## config.mk

```make
export PLATFORM = sky130hd
export DESIGN_NAME = mem_lsu
export DESIGN_NICKNAME = d
export VERILOG_FILES = /design/src/rtl/mem_lsu.sv
export SDC_FILE = /design/constraint.sdc
export NUM_CORES = 1
export LEC_CHECK = 0
export ABC_AREA = 1
export BUFFER_PORTS_ARGS = -buffer_cell sky130_fd_sc_hd__buf_2
export CORE_MARGIN = 5
export CORE_UTILIZATION = 46
export DETAILED_ROUTE_END_ITERATION = 12
export PLACE_DENSITY_LB_ADDON = 0.3
export SYNTH_ARGS = -nofsm -noshare
export SYNTH_HDL_FRONTEND = slang
export SYNTH_SLANG_ARGS = --single-unit
```

## constraint.sdc

```tcl
create_clock -name clk -period 2.7 [get_ports clk]
set_input_delay 0.27 -clock clk [delete_from_list [all_inputs] [get_ports clk]]
set_output_delay 0.27 -clock clk [all_outputs]
set_load 0.01 [all_outputs]
```

## src/rtl/mem_lsu.sv

```systemverilog
// Memory-access stage: registers the EX/MEM boundary, runs loads/stores over a req/ack bus,
// formats load data and store lanes, and stalls upstream while a bus access is outstanding.
module mem_lsu #(
  parameter int TIMEOUT_CYCLES = 16,
  parameter int CNT_W          = 5
) (
  input  logic        clk,
  input  logic        rst,
  input  logic [4:0]  rd_addr_i,
  input  logic [31:0] rd_data_i,
  input  logic        rd_wen_i,
  input  logic [31:0] mem_addr_i,
  input  logic [31:0] mem_data_i,
  input  logic [2:0]  mem_size_i,
  input  logic        mem_we_i,
  input  logic        mem_re_i,
  output logic        bus_req_o,
  output logic        bus_we_o,
  output logic [31:0] bus_addr_o,
  output logic [31:0] bus_wdata_o,
  output logic [3:0]  bus_be_o,
  input  logic [31:0] bus_rdata_i,
  input  logic        bus_ack_i,
  output logic [4:0]  rd_addr_o,
  output logic [31:0] rd_data_o,
  output logic        rd_wen_o,
  output logic        mem_re_o,
  output logic        hold_flag_o,
  output logic        misalign_o,
  output logic        bus_err_o
);

  typedef enum logic {S_IDLE, S_WAIT} state_e;

  localparam logic             TO_EN   = (TIMEOUT_CYCLES > 0);
  localparam logic [CNT_W-1:0] TO_LAST = CNT_W'((TIMEOUT_CYCLES > 0) ? TIMEOUT_CYCLES - 1 : 0);

  state_e            state_q, state_d;
  logic [CNT_W-1:0]  cnt_q, cnt_d;
  logic              bus_req_q, bus_req_d, bus_we_q, bus_we_d;
  logic [31:0]       bus_addr_q, bus_addr_d, bus_wdata_q, bus_wdata_d;
  logic [3:0]        bus_be_q, bus_be_d;
  logic [4:0]        rd_addr_q, rd_addr_d;
  logic [31:0]       rd_data_q, rd_data_d;
  logic              rd_wen_q, rd_wen_d, mem_re_q, mem_re_d;
  logic              misalign_q, misalign_d, bus_err_q, bus_err_d;
  logic [2:0]        size_q, size_d;
  logic [1:0]        lo_q, lo_d;
  logic              ld_q, ld_d, ld_wen_q, ld_wen_d;
  logic [4:0]        ld_rd_q, ld_rd_d;
  logic              pend_vld_q, pend_vld_d;
  logic [4:0]        pend_addr_q, pend_addr_d;
  logic [31:0]       pend_data_q, pend_data_d;
  logic              hold, accept, retire_ld;

  function automatic logic is_aligned(input logic [2:0] size, input logic [1:0] lo);
    case (size[1:0])
      2'b00:   return 1'b1;
      2'b01:   return ~lo[0];
      default: return (lo == 2'b00);
    endcase
  endfunction

  function automatic logic [31:0] st_wdata(input logic [2:0] size, input logic [31:0] d);
    case (size[1:0])
      2'b00:   return {4{d[7:0]}};
      2'b01:   return {2{d[15:0]}};
      default: return d;
    endcase
  endfunction

  function automatic logic [3:0] st_be(input logic [2:0] size, input logic [1:0] lo);
    case (size[1:0])
      2'b00:   return 4'(4'b0001 << lo);
      2'b01:   return 4'(4'b0011 << lo);
      default: return 4'b1111;
    endcase
  endfunction

  function automatic logic [31:0] fmt_load(input logic [31:0] rdata, input logic [2:0] size,
                                           input logic [1:0] lo);
    logic [31:0] b;
    b = rdata >> {lo, 3'b000};
    case (size)
      3'b000:  return {{24{b[7]}}, b[7:0]};
      3'b100:  return {24'b0, b[7:0]};
      3'b001:  return {{16{b[15]}}, b[15:0]};
      3'b101:  return {16'b0, b[15:0]};
      default: return rdata;
    endcase
  endfunction

  always_comb begin
    state_d     = state_q;
    cnt_d       = cnt_q;
    bus_req_d   = bus_req_q;
    bus_we_d    = bus_we_q;
    bus_addr_d  = bus_addr_q;
    bus_wdata_d = bus_wdata_q;
    bus_be_d    = bus_be_q;
    rd_addr_d   = rd_addr_q;
    rd_data_d   = rd_data_q;
    rd_wen_d    = 1'b0;
    mem_re_d    = 1'b0;
    misalign_d  = 1'b0;
    bus_err_d   = 1'b0;
    size_d      = size_q;
    lo_d        = lo_q;
    ld_d        = ld_q;
    ld_rd_d     = ld_rd_q;
    ld_wen_d    = ld_wen_q;
    pend_vld_d  = pend_vld_q;
    pend_addr_d = pend_addr_q;
    pend_data_d = pend_data_q;
    hold        = 1'b0;
    accept      = 1'b0;
    retire_ld   = 1'b0;

    case (state_q)
      S_IDLE: begin
        // An ALU result accepted in a load's ack cycle retires one cycle late.
        if (pend_vld_q) begin
          rd_addr_d  = pend_addr_q;
          rd_data_d  = pend_data_q;
          rd_wen_d   = 1'b1;
          pend_vld_d = 1'b0;
          hold       = 1'b1;
        end else begin
          accept = 1'b1;
        end
      end
      S_WAIT: begin
        if (bus_ack_i) begin
          bus_req_d = 1'b0;
          state_d   = S_IDLE;
          cnt_d     = '0;
          accept    = 1'b1;
          if (ld_q) begin
            retire_ld = 1'b1;
            rd_addr_d = ld_rd_q;
            rd_data_d = fmt_load(bus_rdata_i, size_q, lo_q);
            rd_wen_d  = ld_wen_q;
            mem_re_d  = 1'b1;
          end
        end else if (TO_EN && cnt_q == TO_LAST) begin
          bus_req_d = 1'b0;
          state_d   = S_IDLE;
          cnt_d     = '0;
          bus_err_d = 1'b1;
          hold      = 1'b1;
        end else begin
          cnt_d = cnt_q + CNT_W'(1);
          hold  = 1'b1;
        end
      end
      default: state_d = S_IDLE;
    endcase

    if (accept) begin
      if (mem_we_i || mem_re_i) begin
        if (!is_aligned(mem_size_i, mem_addr_i[1:0])) begin
          misalign_d = 1'b1;
        end else begin
          state_d     = S_WAIT;
          cnt_d       = '0;
          bus_req_d   = 1'b1;
          bus_we_d    = mem_we_i;
          bus_addr_d  = {mem_addr_i[31:2], 2'b00};
          bus_wdata_d = st_wdata(mem_size_i, mem_data_i);
          bus_be_d    = mem_we_i ? st_be(mem_size_i, mem_addr_i[1:0]) : 4'b1111;
          size_d      = mem_size_i;
          lo_d        = mem_addr_i[1:0];
          ld_d        = ~mem_we_i;
          ld_rd_d     = rd_addr_i;
          ld_wen_d    = rd_wen_i;
        end
      end else if (retire_ld) begin
        if (rd_wen_i) begin
          pend_vld_d  = 1'b1;
          pend_addr_d = rd_addr_i;
          pend_data_d = rd_data_i;
        end
      end else begin
        rd_addr_d = rd_addr_i;
        rd_data_d = rd_data_i;
        rd_wen_d  = rd_wen_i;
      end
    end
  end

  always_ff @(posedge clk) begin
    if (rst) begin
      state_q     <= S_IDLE;
      cnt_q       <= '0;
      bus_req_q   <= 1'b0;
      bus_we_q    <= 1'b0;
      bus_addr_q  <= '0;
      bus_wdata_q <= '0;
      bus_be_q    <= '0;
      rd_addr_q   <= '0;
      rd_data_q   <= '0;
      rd_wen_q    <= 1'b0;
      mem_re_q    <= 1'b0;
      misalign_q  <= 1'b0;
      bus_err_q   <= 1'b0;
      ld_q        <= 1'b0;
      pend_vld_q  <= 1'b0;
    end else begin
      state_q     <= state_d;
      cnt_q       <= cnt_d;
      bus_req_q   <= bus_req_d;
      bus_we_q    <= bus_we_d;
      bus_addr_q  <= bus_addr_d;
      bus_wdata_q <= bus_wdata_d;
      bus_be_q    <= bus_be_d;
      rd_addr_q   <= rd_addr_d;
      rd_data_q   <= rd_data_d;
      rd_wen_q    <= rd_wen_d;
      mem_re_q    <= mem_re_d;
      misalign_q  <= misalign_d;
      bus_err_q   <= bus_err_d;
      ld_q        <= ld_d;
      pend_vld_q  <= pend_vld_d;
    end
  end

  always_ff @(posedge clk) begin
    size_q      <= size_d;
    lo_q        <= lo_d;
    ld_rd_q     <= ld_rd_d;
    ld_wen_q    <= ld_wen_d;
    pend_addr_q <= pend_addr_d;
    pend_data_q <= pend_data_d;
  end

  assign bus_req_o   = bus_req_q;
  assign bus_we_o    = bus_we_q;
  assign bus_addr_o  = bus_addr_q;
  assign bus_wdata_o = bus_wdata_q;
  assign bus_be_o    = bus_be_q;
  assign rd_addr_o   = rd_addr_q;
  assign rd_data_o   = rd_data_q;
  assign rd_wen_o    = rd_wen_q;
  assign mem_re_o    = mem_re_q;
  assign hold_flag_o = hold;
  assign misalign_o  = misalign_q;
  assign bus_err_o   = bus_err_q;

endmodule

```

==> reports/metrics.cfg <==
[hold_path]
hold_path_class=in -> reg
hold_path_depth=1
hold_path_end=pend_data_q[2]$_DFFE_PP_
hp-start=rd_data_i[2]

[cells_and_area]
drive_gt1_share_pct=25.06
antenna_cells=0
finish.net_count=1383
mostFrequentLayoutCell=buf_2
final_cell_mix=buf_2 (251), nand2_1 (238), a21oi_1 (155), nor2_1 (122), dfxtp_1 (117)
area_growth_pct=24.44
final_util_pct=58.25
finalNonFillerCells=1473

[timing]
fmaxAchievable_mhz=454.9
hold_violations=0
finalSetupViolations=0
rsz0062_at_grt=false
fin_setup_tns_ns=0
whs_ns=0.03609
tightest_slew_ns=0.5862
fin_crit_ns=2.198
maxSlewHeadroom_pct=60.92
skew_ns=0.009674
min_period_over_period_pct=81.41
slew_viol_final=0

[detailed_routing]
dr_wl_met2_mm=11.02
ant_nets=0
routed.top_layer=met4
drc=0
vias=7747
vias_per_cell=5.259
met3WireLength_mm=2.202
drtPass1Iterations=5
drt_iter0_markers=467
wirelength_mm=23.91
wl_per_cell_um=16.23
wl_met1_mm=10.09

[floorplan]
die_y_um=139.7
dieArea_mm2=0.01951
dieWidth_um=139.7
num_rows=47
core_mm2=0.01652
ios=254
initial_core_util_pct=46.81

[worst_setup_path]
cp-end-kind=flip-flop
r2r_start=lo_q[0]$_DFFE_PP_
critPathKind=reg -> reg
rr_endpoint=rd_data_o[28]$_SDFF_PP0_
slowest_stage=edfxtp_1
ff2ff_path_depth=9
r2r_slack_ns=0.50
crit_chain=inv_2 -> nand2_1 -> inv_1 -> nand2_1 -> nand2_1 -> nand2_2 -> nand3_1 -> o211ai_1 -> a21oi_1
arrival_ns=2.54
critical_path_peak_fanout=16
critPathLaunchType=flip-flop
path_common_cell=nand2_1
cp_num_cells=9
cp.required_ns=3.05
crit_path_max_incr_delay_ns=0.63
critPathTopFamily=simple AND/OR/NAND/NOR gates
path_buf_inv=2

[power]
worst_ir_drop_vdd_mv=0.4116
p_leak_nw=4.343
p_seq_share_pct=45.1
power_mw=6.275
power_switching_share_pct=27.76
p_switching_mw=1.742
clockPowerShare_pct=38.2
p_int_mw=4.533
combinationalPowerShare_pct=16.7
p_per_area_mw_per_mm2=652.0

[global_route]
grt_overflow=0
grt_start_max_net_pins=74
grtUsageTotal_pct=23.51
antenna_found_initial=0
grt_pass1_vias=7325
grt_first_pass_wirelength_mm=37.42

[clock_network]
tritoncts=built
hold_buffers=0
clkSinkCount=165
cts_resized=0
cts_buffers=17
cts_max_level=4
clk_latency_ns=0.42
path_clk_slew_ns=0.07
post-cts-setup-buffers=0
clk_root_buffer_cell=clkbuf_16
ctsLongestPathBuffers=2

[logic_synthesis]
synthCells=1028
synth_seq_cells=165
synth_flop_cell=dfxtp_1
synth_cell_types=34
synth-async-reset-ratio_pct=0
synth.avg_cell_area_um2=7.524
syn_area_mm2=0.007735
yosysWarnings=0
ys_seq_area_share_pct=48.92
synth-edff-count=48

[place]
dp.cells=1441
hpwlAfterDp_mm=16.64
place_congestion=0.8911
portBuffers=251

[run]
maxCapViolations=0

[run_status]
status=finished clean

## power groups by stage
stage	Clock, mW	Sequential (mW)	Combinational, mW
5_1_grt	2.55	2.85	1.17
3_5_place_dp	0	2.88	1.05
4_1_cts	2.44	2.83	1.05
3_3_place_gp	0	2.88	1.04
2_1_floorplan	0	2.94	0.573
6_report	2.40	2.83	1.05
## synth_stat cells (2+ instances only)
| master | instances | area (um^2) |
|---|---|---|
| o21ai_0 | 84 | 420.4 |
| buf_1 | 4 | 15.01 |
| o21ai_1 | 35 | 175.2 |
| o2111ai_1 | 2 | 17.52 |
| nand2_1 | 239 | 897.1 |
| or2_2 | 2 | 12.51 |
| clkbuf_1 | 41 | 153.9 |
| nand2_2 | 3 | 18.77 |
| o211ai_1 | 21 | 157.7 |
| inv_2 | 3 | 11.26 |
| nor2_1 | 123 | 461.7 |
| inv_1 | 42 | 157.7 |
| a21oi_1 | 155 | 775.7 |
| buf_2 | 15 | 75.07 |
| dfxtp_1 | 117 | 2342 |
| clkinv_1 | 3 | 11.26 |
| nand3_1 | 51 | 255.2 |
| edfxtp_1 | 48 | 1441 |
| nor3_1 | 5 | 25.02 |
| buf_6 | 9 | 101.4 |
| a31oi_1 | 7 | 43.79 |
| buf_4 | 7 | 52.55 |
## layout make-up
cell class / count / area [um^2]
fill: 1586 / 6899
inverter: 49 / 186.4
multi-input combinational: 739 / 3381
tap: 220 / 275.3
sequential: 165 / 3784
clock inverter: 10 / 93.84
clock buffer: 22 / 496.7
timing repair buffer: 268 / 1409
## layer usage
layer	global-route usage [%]	vias to the layer above
met4	8.159	0
li1	-	3873
met5	0	-
met3	8.062	42
met2	37.35	306
met1	30.00	3526
## cells by family after synthesis
group | count (synthesis) | synth area share [%]
compound gates | 308 | 20.96
xor+xnor | 1 | 0.1133
fa+ha+maj | 1 | 0.1617
simple gates | 427 | 22.24
other cells | 1 | 0.04848
buf+inv | 125 | 7.554
flops | 165 | 48.92
## how the worst max path moves through the flow
stage	start	endpoint	slack (ns)
after floorplan	ld_q$_SDFFE_PP0P_	pend_addr_q[0]$_DFFE_PP_	0.54
after global routing	lo_q[0]$_DFFE_PP_	rd_data_o[20]$_SDFF_PP0_	0.30
after CTS	lo_q[0]$_DFFE_PP_	rd_data_o[28]$_SDFF_PP0_	0.57
after global placement	lo_q[0]$_DFFE_PP_	rd_data_o[31]$_SDFF_PP0_	0.65
final	lo_q[0]$_DFFE_PP_	rd_data_o[28]$_SDFF_PP0_	0.50
after detailed placement	lo_q[0]$_DFFE_PP_	rd_data_o[28]$_SDFF_PP0_	0.58
## registers in the layout, summed over array words and instances, names as in the netlist
register and flops:
size_q 3, rd_wen_o 1, rd_data_o 32, bus_we_o 1, pend_data_q 32, rd_addr_o 5
bus_wdata_o 32, bus_err_o 1, ld_rd_q 5, pend_addr_q 5, pend_vld_q 1, bus_addr_o 30
bus_req_o 1, ld_wen_q 1, misalign_o 1, ld_q 1, lo_q 2, state_q 1
bus_be_o 4, mem_re_o 1, cnt_q 5
## per-stage QoR
| stage | worst slack (ns) | cell area [um^2] |
|---|---|---|
| floorplan | 0.5426 | 7741 |
| detailed placement | 0.5757 | 9035 |
| global route | 0.3039 | 9625 |
| finish | 0.5018 | 9625 |
| global placement | 0.6483 | 9035 |
| CTS | 0.5726 | 9625 |
## worst reg2reg max path, cell delays in order, from the launching register on
cell,delay [ns]
edfxtp_1,0.63
inv_2,0.30
nand2_1,0.08
inv_1,0.31
nand2_1,0.09
nand2_1,0.12
nand2_2,0.20
nand3_1,0.15
o211ai_1,0.09
a21oi_1,0.16
No activity file was read; power rests on OpenSTA's default activity.
